## src/rtl/uart_rx_os_if.sv

```systemverilog
// Receive-side handshake bundle between uart_rx_os and the byte consumer.
//   o_rx_data     : received data word, LSB = first bit on the line
//   o_rx_valid    : a held frame is available
//   o_parity_err  : parity mismatch on the held frame
//   o_frame_err   : stop bit(s) sampled low on the held frame
//   o_overrun     : one-clk pulse, a completed frame was dropped
//   i_rx_ready    : consumer accepts the held frame
// master = receiver side, slave = consumer side.
interface uart_rx_os_if #(
   parameter int unsigned DATA_BITS = 8
);
   logic [DATA_BITS-1:0] o_rx_data;
   logic                 o_rx_valid;
   logic                 o_parity_err;
   logic                 o_frame_err;
   logic                 o_overrun;
   logic                 i_rx_ready;

   modport master (
      output o_rx_data, o_rx_valid, o_parity_err, o_frame_err, o_overrun,
      input  i_rx_ready
   );

   modport slave (
      input  o_rx_data, o_rx_valid, o_parity_err, o_frame_err, o_overrun,
      output i_rx_ready
   );
endinterface

```

## src/rtl/uart_rx_os.sv

```systemverilog
// Oversampling UART receiver with configurable frame format, false-start
// rejection, parity/framing error detection and a valid/ready holding register.
//   clk, reset : clock, synchronous active-high reset
//   i_tick     : one-clk enable at OVERSAMPLE x baud
//   i_rxd      : asynchronous serial line, idle high
//   rx         : uart_rx_os_if master (data, valid, error flags, overrun, ready)
// Optional macro UART_RX_MAJORITY_EN: 2-of-3 majority bit decision around the
// sample point instead of a single sample.
module uart_rx_os #(
   parameter int unsigned DATA_BITS  = 8,
   parameter int unsigned PARITY     = 0,
   parameter int unsigned STOP_BITS  = 1,
   parameter int unsigned OVERSAMPLE = 16
) (
   input  logic         clk,
   input  logic         reset,
   input  logic         i_tick,
   input  logic         i_rxd,
   uart_rx_os_if.master rx
);
   localparam int unsigned CNT_W = $clog2(OVERSAMPLE);
   localparam int unsigned BIT_W = $clog2(DATA_BITS);
   localparam int unsigned SP    = OVERSAMPLE / 2;
`ifdef UART_RX_MAJORITY_EN
   localparam int unsigned DEC   = SP + 1;
`else
   localparam int unsigned DEC   = SP;
`endif

   typedef enum logic [2:0] {
      S_IDLE, S_START, S_DATA, S_PARITY, S_STOP, S_WAIT_HIGH
   } state_e;

   state_e               state_q, state_d;
   logic                 rxd_meta_q, rxd_s_q;
   logic [CNT_W-1:0]     cnt_q, cnt_d;
   logic [BIT_W-1:0]     bit_cnt_q, bit_cnt_d;
   logic                 stop_cnt_q, stop_cnt_d;
   logic [DATA_BITS-1:0] shift_q, shift_d;
   logic                 par_acc_q, par_acc_d;
   logic                 frm_acc_q, frm_acc_d;
   logic [DATA_BITS-1:0] rx_data_q, rx_data_d;
   logic                 rx_valid_q, rx_valid_d;
   logic                 parity_err_q, parity_err_d;
   logic                 frame_err_q, frame_err_d;
   logic                 overrun_q, overrun_d;

   logic decide_c, bit_c, bit_end_c, last_data_c, last_stop_c, complete_c;

   // Two-flop synchroniser, resets to the idle level
   always_ff @(posedge clk) begin
      if (reset) begin
         rxd_meta_q <= 1'b1;
         rxd_s_q    <= 1'b1;
      end else begin
         rxd_meta_q <= i_rxd;
         rxd_s_q    <= rxd_meta_q;
      end
   end

`ifdef UART_RX_MAJORITY_EN
   // Samples at SP-1 and SP; the vote is taken at SP+1 with the live sample
   logic samp_a_q, samp_a_d, samp_b_q, samp_b_d;

   always_comb begin
      samp_a_d = samp_a_q;
      samp_b_d = samp_b_q;
      if (i_tick && cnt_q == CNT_W'(SP - 1)) samp_a_d = rxd_s_q;
      if (i_tick && cnt_q == CNT_W'(SP))     samp_b_d = rxd_s_q;
   end

   always_ff @(posedge clk) begin
      if (reset) begin
         samp_a_q <= 1'b1;
         samp_b_q <= 1'b1;
      end else begin
         samp_a_q <= samp_a_d;
         samp_b_q <= samp_b_d;
      end
   end

   assign bit_c = (samp_a_q & samp_b_q) | (samp_a_q & rxd_s_q) | (samp_b_q & rxd_s_q);
`else
   assign bit_c = rxd_s_q;
`endif

   assign decide_c    = i_tick && (cnt_q == CNT_W'(DEC));
   assign bit_end_c   = i_tick && (cnt_q == CNT_W'(OVERSAMPLE - 1));
   assign last_data_c = (bit_cnt_q == BIT_W'(DATA_BITS - 1));
   assign last_stop_c = (stop_cnt_q == 1'(STOP_BITS - 1));
   // Frame completes at the decision of the last stop bit, not at its end
   assign complete_c  = (state_q == S_STOP) && decide_c && last_stop_c;

   // State register
   always_ff @(posedge clk) begin
      if (reset) state_q <= S_IDLE;
      else       state_q <= state_d;
   end

   // Next-state logic
   always_comb begin
      state_d = state_q;
      case (state_q)
         S_IDLE:      if (i_tick && !rxd_s_q) state_d = S_START;
         S_START: begin
            if (decide_c && bit_c) state_d = S_IDLE;   // false start
            else if (bit_end_c)    state_d = S_DATA;
         end
         S_DATA:      if (bit_end_c && last_data_c)
                         state_d = (PARITY != 0) ? S_PARITY : S_STOP;
         S_PARITY:    if (bit_end_c) state_d = S_STOP;
         S_STOP:      if (complete_c)
                         state_d = (frm_acc_q || !bit_c) ? S_WAIT_HIGH : S_IDLE;
         S_WAIT_HIGH: if (i_tick && rxd_s_q) state_d = S_IDLE;
         default:     state_d = S_IDLE;
      endcase
   end

   // Counters, shift register, error accumulation and holding register
   always_comb begin
      cnt_d        = cnt_q;
      bit_cnt_d    = bit_cnt_q;
      stop_cnt_d   = stop_cnt_q;
      shift_d      = shift_q;
      par_acc_d    = par_acc_q;
      frm_acc_d    = frm_acc_q;
      rx_data_d    = rx_data_q;
      rx_valid_d   = rx_valid_q;
      parity_err_d = parity_err_q;
      frame_err_d  = frame_err_q;
      overrun_d    = 1'b0;

      if (state_q == S_IDLE || state_q == S_WAIT_HIGH) begin
         cnt_d      = '0;
         bit_cnt_d  = '0;
         stop_cnt_d = 1'b0;
         par_acc_d  = 1'b0;
         frm_acc_d  = 1'b0;
      end else if (i_tick) begin
         cnt_d = bit_end_c ? '0 : cnt_q + CNT_W'(1);
      end

      case (state_q)
         S_DATA: begin
            if (decide_c)  shift_d = {bit_c, shift_q[DATA_BITS-1:1]};
            if (bit_end_c) bit_cnt_d = last_data_c ? '0 : bit_cnt_q + BIT_W'(1);
         end
         S_PARITY: begin
            // Odd: data ^ parity must be 1; even: must be 0
            if (decide_c)
               par_acc_d = (PARITY == 1) ? ~(^shift_q ^ bit_c) : (^shift_q ^ bit_c);
         end
         S_STOP: begin
            if (decide_c && !bit_c) frm_acc_d = 1'b1;
            if (bit_end_c)          stop_cnt_d = 1'b1;
         end
         default: ;
      endcase

      if (complete_c) begin
         if (!rx_valid_q || rx.i_rx_ready) begin
            rx_data_d    = shift_q;
            parity_err_d = par_acc_q;
            frame_err_d  = frm_acc_q | ~bit_c;
            rx_valid_d   = 1'b1;
         end else begin
            overrun_d = 1'b1;
         end
      end else if (rx.i_rx_ready) begin
         rx_valid_d = 1'b0;
      end
   end

   // Datapath registers
   always_ff @(posedge clk) begin
      if (reset) begin
         cnt_q        <= '0;
         bit_cnt_q    <= '0;
         stop_cnt_q   <= 1'b0;
         shift_q      <= '0;
         par_acc_q    <= 1'b0;
         frm_acc_q    <= 1'b0;
         rx_data_q    <= '0;
         rx_valid_q   <= 1'b0;
         parity_err_q <= 1'b0;
         frame_err_q  <= 1'b0;
         overrun_q    <= 1'b0;
      end else begin
         cnt_q        <= cnt_d;
         bit_cnt_q    <= bit_cnt_d;
         stop_cnt_q   <= stop_cnt_d;
         shift_q      <= shift_d;
         par_acc_q    <= par_acc_d;
         frm_acc_q    <= frm_acc_d;
         rx_data_q    <= rx_data_d;
         rx_valid_q   <= rx_valid_d;
         parity_err_q <= parity_err_d;
         frame_err_q  <= frame_err_d;
         overrun_q    <= overrun_d;
      end
   end

   assign rx.o_rx_data    = rx_data_q;
   assign rx.o_rx_valid   = rx_valid_q;
   assign rx.o_parity_err = parity_err_q;
   assign rx.o_frame_err  = frame_err_q;
   assign rx.o_overrun    = overrun_q;
endmodule

```

## src/flat_wrapper.sv

```systemverilog
// flat-port wrapper written by rule: the top's interface ports become plain ports
module uart_rx_os_flat 
#(
   parameter int unsigned DATA_BITS  = 8,
   parameter int unsigned PARITY     = 0,
   parameter int unsigned STOP_BITS  = 1,
   parameter int unsigned OVERSAMPLE = 16
)
  (clk, reset, i_tick, i_rxd, rx_o_rx_data, rx_o_rx_valid, rx_o_parity_err, rx_o_frame_err, rx_o_overrun, rx_i_rx_ready);
  uart_rx_os_if #(.DATA_BITS(DATA_BITS)) rx_i ();
  input  logic clk;
  input  logic reset;
  input  logic i_tick;
  input  logic i_rxd;
  output wire logic [$bits(rx_i.o_rx_data)-1:0] rx_o_rx_data;
  output wire logic [$bits(rx_i.o_rx_valid)-1:0] rx_o_rx_valid;
  output wire logic [$bits(rx_i.o_parity_err)-1:0] rx_o_parity_err;
  output wire logic [$bits(rx_i.o_frame_err)-1:0] rx_o_frame_err;
  output wire logic [$bits(rx_i.o_overrun)-1:0] rx_o_overrun;
  input wire logic [$bits(rx_i.i_rx_ready)-1:0] rx_i_rx_ready;
  assign rx_o_rx_data = rx_i.o_rx_data;
  assign rx_o_rx_valid = rx_i.o_rx_valid;
  assign rx_o_parity_err = rx_i.o_parity_err;
  assign rx_o_frame_err = rx_i.o_frame_err;
  assign rx_o_overrun = rx_i.o_overrun;
  assign rx_i.i_rx_ready = rx_i_rx_ready;
  uart_rx_os #(.DATA_BITS(DATA_BITS), .PARITY(PARITY), .STOP_BITS(STOP_BITS), .OVERSAMPLE(OVERSAMPLE)) u_core (.clk(clk), .reset(reset), .i_tick(i_tick), .i_rxd(i_rxd), .rx(rx_i));
endmodule
```

## config.mk

```make
export PLATFORM = sky130hd
export DESIGN_NAME = uart_rx_os_flat
export DESIGN_NICKNAME = d
export VERILOG_FILES = /design/src/rtl/uart_rx_os_if.sv /design/src/rtl/uart_rx_os.sv /design/src/flat_wrapper.sv
export SDC_FILE = /design/constraint.sdc
export NUM_CORES = 1
export LEC_CHECK = 0
export ABC_AREA = 1
export CAP_MARGIN = 20
export CELL_PAD_IN_SITES_DETAIL_PLACEMENT = 0
export CELL_PAD_IN_SITES_GLOBAL_PLACEMENT = 1
export CORE_ASPECT_RATIO = 0.75
export CORE_UTILIZATION = 42
export CTS_BUF_LIST = sky130_fd_sc_hd__clkbuf_4
export DETAILED_ROUTE_END_ITERATION = 16
export PLACE_DENSITY_LB_ADDON = 0.1
export SETUP_SLACK_MARGIN = 0.4
export SYNTH_ARGS = -nofsm -noshare
export SYNTH_HDL_FRONTEND = slang
export SYNTH_SLANG_ARGS = --single-unit
```

## constraint.sdc

```tcl
create_clock -name clk -period 1.7 [get_ports clk]
set_clock_uncertainty 0.2 [all_clocks]
set_input_delay 0.425 -clock clk [delete_from_list [all_inputs] [get_ports clk]]
set_output_delay 0.425 -clock clk [all_outputs]
set_load 0.02 [all_outputs]
```

Yosys cells after proc, flatten, opt, wreduce, memory -nomap -nowiden --
Index checks and enable logic that the tools add are counted.
Storage, ports and cells: bits of input ports 5, register bits 35
Operators by class: reductions and logical operators 23, multiplexer cells 27, bitwise gates (word level) 5, eq/ne operators 15, add/sub/neg operators 2
Operators with widths (count):
- 3-bit 2-to-1 mux | 12
- 3-bit one-hot mux with 6 select lines | 1
- 1-bit 2-to-1 mux | 13
- 2-bit by 1-bit inequality test with 1-bit output, second input constant | 5
- 3-bit equality test, second input constant | 3
- 1-bit logical AND | 9
- 4-bit equality test, second input constant | 2
- 8-bit parity | 1
- 3-bit by 2-bit equality test with 1-bit output, second input constant | 2
- 2-bit AND reduction | 3
- 6-bit AND reduction | 1
- 4-bit by 1-bit adder with 4-bit output, second input constant | 1
- 4-bit 2-to-1 mux | 1
- 2-bit OR reduction | 2
- 3-bit by 1-bit adder with 3-bit output, second input constant | 1
- 3-bit by 1-bit equality test with 1-bit output, second input constant | 1
- 3-bit zero test | 1
- 1-bit logical OR | 3
- 3-bit by 1-bit inequality test with 1-bit output, second input constant | 1
- 1-bit NOT | 3
- 1-bit zero test | 2
- 2-bit inequality test, second input constant | 1
- 2-bit nonzero test | 1
- 1-bit OR | 1
- 1-bit bitwise XOR | 1

Depth between registers and ports, before layout --
depth after elaboration 6, depth in mapped cells 11

Worst setup path after synthesis --
No wires, ideal clock.
kind register to register, start register u_core.cnt_q[0], end register u_core.state_q[1], period minus slack after synthesis 1.519 ns, slack 0.181 ns, path buffers 0, data arrival time 1.209 ns, data required time 1.390 ns, stages on the path, launching flop included 12, cell sequence dfxtp_1 inv_1 ha_1 inv_1 nor2_4 nand3_1 nand2_1 nand2_1 nor2_4 nand3_1 nand3_1 inv_1
On the way: longest elaborated chain between the ends 6, elaborated cells between the ends (all ways) 15
RTL lines:
- start: declaration | RTL line uart_rx_os.sv:36 | logic [CNT_W-1:0] cnt_q, cnt_d;
- start signal: assignment | RTL line uart_rx_os.sv:189 | cnt_q <= cnt_d;
- 4-bit equality test | RTL line uart_rx_os.sv:87 | assign decide_c = i_tick && (cnt_q == CNT_W'(DEC));
- 1-bit logical AND | RTL line uart_rx_os.sv:87
- 1-bit logical AND (2 in series) | RTL line uart_rx_os.sv:92 | assign complete_c = (state_q == S_STOP) && decide_c && last_stop_c;
- 2-bit by 1-bit inequality test with 1-bit output (no line)
- 6-bit AND reduction (no line)
- end signal: assignment | RTL line uart_rx_os.sv:97 | else state_q <= state_d;
- end: declaration | RTL line uart_rx_os.sv:34 | state_e state_q, state_d;
Parallel ways exist; a longest one is shown, timed or not. A chain may end at the register's enable or synchronous reset.

Worst setup path in the final report --
start register u_core.cnt_q[0], end register u_core.rx_data_q[7] (netlist: u_core.rx.o_rx_data[7])
On the way: longest elaborated chain between the ends 5
RTL lines:
- 4-bit equality test | RTL line uart_rx_os.sv:87
- 1-bit logical AND | RTL line uart_rx_os.sv:87
- 1-bit logical AND (2 in series) | RTL line uart_rx_os.sv:92
- 2-bit AND reduction (no line)
- end signal: assignment | RTL line uart_rx_os.sv:195 | rx_data_q <= rx_data_d;
- end: declaration | RTL line uart_rx_os.sv:42 | logic [DATA_BITS-1:0] rx_data_q, rx_data_d;
No other way between the ends.

==> results.py <==
metrics = {
    "status": {
        "status": "complete, no violations",
    },
    "worst_hold_path": {
        "hold_path.class": "register to register",
    },
    "synth": {
        "synth_edf_count": 0,
        "synth-seq-cells": 35,
        "synth_area_mm2": 0.00166,
        "ys.flop_type": "dfxtp_1",
        "async_flop_share": 0,
        "synth_seq_area_share": 0.423,
        "synth.avg_cell_area_um2": 7.20,
        "netlist.area_leader.share": 0.423,
        "synthCells": 230,
        "synth.largest_area_cell": "dfxtp_1",
        "synth_warnings": 0,
        "synth_nets": 239,
        "synth_cell_types": 29,
        "synth_common_cells": "nand2_1, dfxtp_1, a21oi_1, inv_1, nand3_1",
        "synthMostInstantiatedCell": "nand2_1",
        "ys_top_cells_by_area": "dfxtp_1, nand2_1, a21oi_1",
    },
    "drt": {
        "routed_wl_um": 3690,
        "via_per_inst": 4.75,
        "drc": 0,
        "ant_nets": 0,
        "dr_total_vias": 1519,
        "dr.pass1.iters": 4,
        "wl_per_cell_um": 11.5,
        "dr.first_iter.drc_count": 62,
    },
    "floorplanning": {
        "die_h_um": 56.4,
        "dieArea_mm2": 0.00420,
        "die_w_um": 74.5,
        "boundaryPins": 17,
        "start_util": 0.447,
        "coreArea_mm2": 0.00371,
        "std_cell_rows": 19,
    },
    "setup_path": {
        "arrival_ns": 1.68,
        "crit_type": "register to register",
        "worstPathRequired_ns": 1.73,
        "crit_fanout": 10,
        "cp-start-kind": "register",
        "critPathCaptureType": "register",
    },
    "final_layout": {
        "syn_to_final_growth_pct": 34.8,
        "antenna_cells": 0,
        "fin_nets": 277,
        "instances_no_fill": 320,
        "drive_above_1_share": 0.396,
        "fillCellCount": 356,
        "postLayoutCoreUtil": 0.602,
    },
    "cts": {
        "cts_hold_buffers": 0,
        "path_clk_slew_ns": 0.11,
        "clk_latency_ns": 0.34,
        "cts_tree": "yes",
        "htree_levels": 2,
        "cts_buffer_depth": 2,
        "cts_root_buf": "clkbuf_4",
        "numCtsBuffers": 5,
        "cts_sinks": 35,
    },
    "timing": {
        "worst_slack_ns": 0.0561,
        "fin_setup_tns_ns": 0,
        "hold_violations": 0,
        "setup_violations": 0,
        "relSlewSlack": 0.802,
        "drv_slew": 0,
        "rsz0062_at_grt": "yes",
        "worst_pin_slew_ns": 0.295,
        "fmax_ghz": 0.608,
        "hold_ws_ns": 0.223,
        "finalCritPeriodShare": 0.967,
        "fin_crit_ns": 1.64,
    },
    "grt": {
        "grt_max_degree": 12,
        "antenna_found_initial": 0,
        "grt_pass1_vias": 1259,
        "grt_pass1_wl_um": 5800,
        "overflow": 0,
        "track_usage": 0.187,
    },
    "placement": {
        "io_buffer_count": 16,
        "placedCellCount": 304,
        "place_congestion": 0.809,
        "dp_hpwl_um": 2620,
        "place_ws_ns": -0.363,
    },
    "power_and_ir_drop": {
        "power_leakage_nw": 0.960,
        "p_per_area_mw_per_mm2": 889,
        "max-vdd-ir-drop_v": 0.000545,
    },
    "job": {
        "maxCapViolations": 0,
    },
}
## sequential cells by signal, indices dropped and copies added, names as in the netlist
register and cells:
u_core.cnt_q 4, u_core.rx.o_rx_data 8, u_core.par_acc_q 1, u_core.bit_c 1
u_core.shift_q 8, u_core.rx.o_parity_err 1, u_core.rxd_meta_q 1, u_core.rx.o_overrun 1
u_core.rx.o_rx_valid 1, u_core.state_q 3, u_core.frm_acc_q 1, u_core.stop_cnt_q 1
u_core.bit_cnt_q 3, u_core.rx.o_frame_err 1
## worst max-delay path, cell delays in order, from the launching register on
cell and delay (ns):
dfxtp_4 0.37, inv_4 0.05, ha_4 0.12, inv_2 0.04
nor2_4 0.16, nand2_4 0.10, nor2_4 0.11, nand3_4 0.11
buf_6 0.17, nand2_1 0.06, a21oi_1 0.06
## cells by family after synthesis
kind of cell,synth area share
AND/OR/NAND/NOR,0.285
AO/OA/AOI/OAI,0.143
buffers and inverters,0.103
flip-flops,0.423
adder cells (fa/ha/maj),0.0302
XOR/XNOR,0.0159
## layout by cell type (no fill, tap or decap), types with 9 or more instances in the layout
cell	count
buf_4	16
nand2_1	45
dfxtp_1	17
inv_1	20
nand3_1	14
inv_2	10
nor2_1	12
o21ai_0	9
buf_6	17
a21oi_1	25
dfxtp_2	15
## final cells by class
cell class | count | area (µm²) | area share
clock inverter | 2 | 8.76 | 0.00392
tap | 52 | 65.1 | 0.0291
timing repair inverter | 1 | 7.51 | 0.00336
timing repair buffer | 37 | 353 | 0.158
multi-input combinational | 155 | 901 | 0.403
inverter | 33 | 130 | 0.0583
sequential | 35 | 731 | 0.327
clock buffer | 5 | 37.5 | 0.0168
## worst paths after layout
kind / start / to / slack, ns / cells after the start
worst max-delay path: u_core.cnt_q[0] / u_core.rx.o_rx_data[7] / 0.06 / 10
worst min-delay path: u_core.rxd_meta_q / u_core.bit_c / 0.22 / 1
worst max register to register: u_core.cnt_q[0] / u_core.rx.o_rx_data[7] / 0.06 / 10
worst min register to register: u_core.rxd_meta_q / u_core.bit_c / 0.22 / 1
## through the flow
| step | total power, W | instance area [µm²] |
|---|---|---|
| global route | 0.00213 | 2230 |
| CTS | 0.00194 | 2130 |
| finish | 0.00199 | 2230 |
| global placement | 0.00146 | 1950 |
| detailed placement | 0.00145 | 1950 |
| floorplan | 0.00134 | 1690 |
## routing by layer
| metal | wire length, µm | GRT usage | up-vias |
|---|---|---|---|
| met2 | 1430 | 0.228 | 28 |
| met5 | 0 | 0 | - |
| met1 | 2070 | 0.299 | 665 |
| li1 | - | - | 819 |
| met3 | 130 | 0.0485 | 7 |
| met4 | 59 | 0.0809 | 0 |
## repair_timing
item                                    4_1_cts  5_1_grt
gates cloned                                  1        0
endpoints found under the setup margin       45       45
setup buffers                                 5        3
pin swaps                                     5        4
gates resized for setup                     102       31
## power by group
group	switching (W)	total, W	leakage, nW	internal, W
Clock	0.000272	0.000419	0.0285	0.000146
Combinational	0.000412	0.000648	0.639	0.000235
Sequential	0.0000503	0.000920	0.293	0.000870
Total	0.000735	0.00199	0.960	0.00125
No activity file was read; power rests on OpenSTA's default activity.
